==> config.mk <==
export PLATFORM = sky130hd
export DESIGN_NAME = reg_file_mp
export DESIGN_NICKNAME = d
export VERILOG_FILES = /design/src/rtl/reg_file_mp.sv
export SDC_FILE = /design/constraint.sdc
export NUM_CORES = 1
export LEC_CHECK = 0
export ABC_AREA = 0
export ABC_CLOCK_PERIOD_IN_PS = 6120
export BUFFER_PORTS_ARGS = -buffer_cell sky130_fd_sc_hd__buf_2
export CORE_ASPECT_RATIO = 1.75
export CORE_MARGIN = 2
export CORE_UTILIZATION = 35
export DETAILED_ROUTE_END_ITERATION = 12
export GPL_TIMING_DRIVEN = 0
export PLACE_DENSITY = 0.56
export SYNTH_ARGS = -nofsm -noshare
export SYNTH_HDL_FRONTEND = slang
export SYNTH_SLANG_ARGS = --single-unit
==> constraint.sdc <==
create_clock -name clk -period 6.12 [get_ports clk]
set_clock_uncertainty 0.15 [all_clocks]
set_input_delay 0.306 -clock clk [delete_from_list [all_inputs] [get_ports clk]]
set_output_delay 0.306 -clock clk [all_outputs]
set_load 0.005 [all_outputs]
==> src/rtl/reg_file_mp.sv <==
// -----------------------------------------------------------------------------
// reg_file_mp
//
// Multi-read-port integer register file for the decode stage. Every register
// carries a pending-write (busy) bit, so issue logic can detect operands that
// still wait for writeback. After reset, a clear sequencer writes zero into
// every register, one register per cycle. The file reports init_done once that
// sequence has finished. While the clear runs, writes and issues are ignored,
// and all read ports return 0 / not-busy.
//
// Parameters
//   XLEN   data width in bits
//   NREGS  number of architectural registers (power of two, >= 4)
//   NRD    number of read ports (1..4)
//
// Ports
//   clk        clock, all state updates on the rising edge
//   rst_n      asynchronous active-low reset, forces the clear sequence
//   ra         read addresses, port i at [i*AW +: AW]
//   rdata      read data, port i at [i*XLEN +: XLEN]
//   rbusy      per-port flag: addressed register has an outstanding write
//   we/wa/wd   writeback enable / address / data
//   iss_valid  an instruction was issued that will write iss_rd
//   iss_rd     destination register of the issued instruction
//   init_done  clear sequence finished, file usable
//   a0         contents of register 10 (0 if NREGS <= 10 or not initialised)
//
// Build option
//   REGFILE_BYPASS_EN  when defined, a same-cycle writeback is forwarded
//                      combinationally to every read port that addresses it,
//                      and that port's rbusy is masked. When undefined, reads
//                      return the pre-edge contents.
// -----------------------------------------------------------------------------
module reg_file_mp #(
  parameter int XLEN  = 32,
  parameter int NREGS = 32,
  parameter int NRD   = 2,
  localparam int AW   = $clog2(NREGS)
) (
  input  logic                clk,
  input  logic                rst_n,
  input  logic [NRD*AW-1:0]   ra,
  output logic [NRD*XLEN-1:0] rdata,
  output logic [NRD-1:0]      rbusy,
  input  logic                we,
  input  logic [AW-1:0]       wa,
  input  logic [XLEN-1:0]     wd,
  input  logic                iss_valid,
  input  logic [AW-1:0]       iss_rd,
  output logic                init_done,
  output logic [XLEN-1:0]     a0
);

  localparam logic [AW-1:0] LAST_IDX = AW'(NREGS - 1);

  typedef enum logic {
    S_INIT = 1'b0,
    S_RUN  = 1'b1
  } state_e;

  state_e           state_q, state_d;
  logic [AW-1:0]    cnt_q, cnt_d;
  logic [NREGS-1:0] busy_q, busy_d;

  // Register array holds data only; it is cleared by the sequencer rather than
  // by the reset network.
  logic [XLEN-1:0]  regs_q [NREGS];

  logic             run;
  logic             clr_en;
  logic             wb_hit;
  logic             iss_hit;
  logic             wr_en;
  logic [AW-1:0]    wr_addr;
  logic [XLEN-1:0]  wr_data;

  // ---------------------------------------------------------------------------
  // FSM: state register (with clear counter and scoreboard)
  // ---------------------------------------------------------------------------
  always_ff @(posedge clk or negedge rst_n) begin
    if (!rst_n) begin
      state_q <= S_INIT;
      cnt_q   <= '0;
      busy_q  <= '0;
    end else begin
      state_q <= state_d;
      cnt_q   <= cnt_d;
      busy_q  <= busy_d;
    end
  end

  // ---------------------------------------------------------------------------
  // FSM: next-state logic
  // ---------------------------------------------------------------------------
  always_comb begin
    state_d = state_q;
    cnt_d   = cnt_q;
    unique case (state_q)
      S_INIT: begin
        cnt_d = cnt_q + AW'(1);
        // The edge that clears the last register also enters RUN.
        if (cnt_q == LAST_IDX) begin
          state_d = S_RUN;
        end
      end
      S_RUN: begin
        cnt_d = cnt_q;
      end
      default: begin
        state_d = S_INIT;
      end
    endcase
  end

  // ---------------------------------------------------------------------------
  // FSM: output decode
  // ---------------------------------------------------------------------------
  always_comb begin
    run       = 1'b0;
    clr_en    = 1'b0;
    init_done = 1'b0;
    unique case (state_q)
      S_INIT: begin
        clr_en = 1'b1;
      end
      S_RUN: begin
        run       = 1'b1;
        init_done = 1'b1;
      end
      default: begin
        clr_en = 1'b0;
      end
    endcase
  end

  // Register 0 is hard-wired, so neither writebacks nor issues aimed at it have
  // any effect on data or scoreboard.
  assign wb_hit  = run && we && (wa != '0);
  assign iss_hit = run && iss_valid && (iss_rd != '0);

  // ---------------------------------------------------------------------------
  // Scoreboard next state. The set is applied after the clear, so that when a
  // writeback and a new issue hit the same register, the newer instruction
  // keeps ownership of it.
  // ---------------------------------------------------------------------------
  always_comb begin
    busy_d = busy_q;
    if (wb_hit) begin
      busy_d[wa] = 1'b0;
    end
    if (iss_hit) begin
      busy_d[iss_rd] = 1'b1;
    end
  end

  // ---------------------------------------------------------------------------
  // Single write port, shared by the clear sequencer and writeback
  // ---------------------------------------------------------------------------
  always_comb begin
    wr_en   = clr_en | wb_hit;
    wr_addr = wa;
    wr_data = wd;
    if (clr_en) begin
      wr_addr = cnt_q;
      wr_data = '0;
    end
  end

  always_ff @(posedge clk) begin
    if (wr_en) begin
      regs_q[wr_addr] <= wr_data;
    end
  end

  // ---------------------------------------------------------------------------
  // Read ports
  // ---------------------------------------------------------------------------
  for (genvar p = 0; p < NRD; p++) begin : g_rd
    logic [AW-1:0] addr;
    logic          byp;

    assign addr = ra[p*AW +: AW];

`ifdef REGFILE_BYPASS_EN
    // wb_hit already excludes register 0 and the INIT state.
    assign byp = wb_hit && (wa == addr);
`else
    assign byp = 1'b0;
`endif

    assign rdata[p*XLEN +: XLEN] = (!run || (addr == '0)) ? '0 :
                                   byp                    ? wd :
                                                            regs_q[addr];

    assign rbusy[p] = run && busy_q[addr] && !byp;
  end

  // ---------------------------------------------------------------------------
  // Debug view of register 10. Gated to 0 until the clear has reached it.
  // ---------------------------------------------------------------------------
  if (NREGS > 10) begin : g_a0
    localparam logic [AW-1:0] A0_IDX = AW'(10);
    assign a0 = run ? regs_q[A0_IDX] : '0;
  end else begin : g_no_a0
    assign a0 = '0;
  end

endmodule

==> flow_summary.json <==
{
  "die-width_um": 291,
  "vias_per_cell": 6.28,
  "reg2reg_depth": 8,
  "criticalPathCategory": "flip-flop to output pin",
  "rows": 184,
  "pin_count": 155,
  "h-tree-depth": 3,
  "leakage_nw": 20.0,
  "ys_seq_area_share_pct": 62.7,
  "worstSetupEndpointType": "output pin",
  "routed-via-count": 33700,
  "post-dp-hpwl_um": 155000,
  "design_area_mm2": 0.0581,
  "grt_busiest_layer": "met2",
  "power_w": 0.0162,
  "start_util_pct": 35.2,
  "cp_slowest_stage_delay_ns": 1.04,
  "cts_tree": "done",
  "crit_buf_inv": 2,
  "cp.depth": 7,
  "fmax_ghz": 0.176,
  "final_nets": 3473,
  "die_y_um": 507,
  "timing.critical_path.mode_cell": "a21boi_1",
  "antenna_found_initial": 24,
  "cp_top_family": "compound AO/OA/AOI/OAI gates",
  "p_int_w": 0.0120,
  "syn2layout_area_growth_pct": 14.9,
  "synth_edf_count": 1024,
  "gp_congestion": 0.988,
  "grt_util_all_layers_pct": 28.3,
  "rsz0062_at_grt": "false",
  "mostFrequentLayoutCells": "1024 x edfxtp_1, 582 x mux2i_1, 252 x mux4_2",
  "clkLatencyLatePin_ns": 0.72,
  "synthFlopType": "edfxtp_1",
  "ir_drop_mv": 0.256,
  "drt-pass1-iter-count": 6,
  "r2r_slack_ns": 1.83,
  "period_minus_slack_ns": 5.67,
  "netlist_instances": 3114,
  "fp.dieArea_mm2": 0.148,
  "drc": 0,
  "synth.ff_latch_count": 1062,
  "synth_fp_nets": 3172,
  "status": "finished, violations left",
  "clock_sinks": 1062,
  "post-route-util_pct": 40.5,
  "wl_per_cell_um": 39.8,
  "synthArstFlopShare_pct": 3.58,
  "grt_pass1_wl_um": 284000,
  "grt_max_degree": 39,
  "drv_slew": 11,
  "gr-usage-met1_pct": 30.6,
  "path_max_fanout": 10,
  "period_share_pct": 92.6,
  "required_ns": 5.66,
  "fp.coreArea_mm2": 0.144,
  "yosysWarnings": 0,
  "combPwrFrac_pct": 11.2,
  "hold_viol_final": 0,
  "cts.clk_slew.worst_paths_ns": 0.07,
  "synth_cell_type_count": 47,
  "cts_hold_buf": 21,
  "worst_pin_slew_ns": 1.51,
  "crit_chain": "and2b_1 > a21boi_1 > clkbuf_1 > a31oi_1 > o211ai_1 > a21boi_1 > buf_2",
  "portBuffers": 144,
  "start_kind": "flip-flop",
  "maxCapViolations": 1,
  "critPathArrivalTime_ns": 5.21,
  "cts_resized": 0,
  "fin_hold_ws_ns": 0.0680,
  "syn-cell-area_mm2": 0.0506,
  "swShare_pct": 25.7,
  "synth.avg_cell_area_um2": 16.2,
  "first_global_vias": 33500,
  "cellPowerDensity_mw_per_mm2": 279,
  "final_layout_size_suffix_gt1_share_pct": 22.7,
  "antenna_left": 0,
  "finalSetupViolCount": 0,
  "cts_made_buffers": 93,
  "clockPowerShare_pct": 39.2,
  "setup_tns_ns": 0,
  "switchingPower_w": 0.00416,
  "clk_path_buf_depth": 3,
  "dpl_cell_area_mm2": 0.0547,
  "gr-total-overflow": 0,
  "hold_class": "input pin to async pin",
  "slew_headroom_pct": -0.868,
  "grtUsageMet2_pct": 49.8,
  "root_buffer": "clkbuf_16",
  "grtUsageMet3_pct": 5.51,
  "post_cts.repair.setup_buffers": 0,
  "final_common_cell": "edfxtp_1",
  "violations": "capacitance limit, slew limit",
  "drtIter0Drc": 3965,
  "pwr-share-seq_pct": 49.6,
  "cp_slowest_cell": "clkbuf_1",
  "wl_um": 214000
}
-- final timing paths --
path                          start            end
max reg2reg                 state_q  regs_q[4][10]
min reg2reg                cnt_q[2]       cnt_q[2]
max in group asynchronous     rst_n     busy_q[24]
max                         state_q      rdata[59]
min in group clk              wd[4]  regs_q[11][4]
min                           rst_n        state_q
-- through the flow --
step	setup WS, ns	cells
after global routing	0.521	5354
after floorplan	1.70	3114
after detailed placement	1.62	5157
after global placement	-2.13	5118
final	0.453	5364
after CTS	0.816	5351
-- sequential cells by signal, indices dropped and copies added, names as in the netlist --
signal	count
regs_q	1024
busy_q	32
cnt_q	5
state_q	1
-- Yosys cell counts (16+ instances only) --
library cell | count | area [um^2]
edfxtp_1 | 1024 | 30700
mux2i_1 | 582 | 5830
mux4_2 | 252 | 5680
a22oi_1 | 184 | 1380
buf_2 | 105 | 526
o21ai_0 | 103 | 515
clkbuf_1 | 100 | 375
a31oi_1 | 77 | 482
nand2_1 | 77 | 289
and2_1 | 75 | 469
a21oi_1 | 71 | 355
nor2_1 | 54 | 203
o22ai_1 | 46 | 288
a221oi_1 | 40 | 350
dfrtp_1 | 38 | 951
o211ai_1 | 37 | 278
buf_4 | 28 | 210
a21o_1 | 27 | 203
a22o_1 | 25 | 219
a21boi_1 | 24 | 180
nor2b_1 | 19 | 119
nand2b_1 | 16 | 100
-- worst register-to-register path, cell delays in order, from the launching register on --
cell and delay [ns]:
dfrtp_1 0.69, buf_2 0.37, clkbuf_1 0.35, buf_1 0.52
nand2_1 0.11, o31ai_1 0.20, nand2_1 0.41, nor2_4 0.87
buf_12 0.28
-- final cells by class --
class                      instances  area [um^2]
antenna                           11         27.5
buffer                           249         1210
clock buffer                     108         2440
clock inverter                    65          748
fill                           13300        85500
inverter                           2         7.51
multi-input combinational       1801        17900
sequential                      1062        31700
tap                             1860         2330
timing repair buffer             206         1750
-- power groups by stage --
stage	Clock, W	Combinational (W)	Sequential, W
after floorplan	0	0.000902	0.00818
after global placement	0	0.00172	0.00820
after detailed placement	0	0.00175	0.00820
after CTS	0.00636	0.00177	0.00804
after global routing	0.00659	0.00184	0.00804
final	0.00635	0.00182	0.00804
-- routing by layer --
layer  routed length [um]  share of wire [%]
met3                16900                7.9
met5                  161              0.075
met4                17100                8.0
met2               108000                 51
met1                71200                 33
-- cell families (layout without fill, tap and decap cells) --
group / after synthesis / after routing / synth area share (%)
flops: 1062 / 1062 / 62.7
mux: 848 / 848 / 23.0
compound gates: 660 / 660 / 8.87
simple gates: 288 / 288 / 2.93
buf+inv: 251 / 630 / 2.40
xor+xnor: 3 / 3 / 0.0519
fa+ha+maj: 2 / 2 / 0.0495
other cells: 0 / 11 / 0
Power figures use the tool's default switching activity.
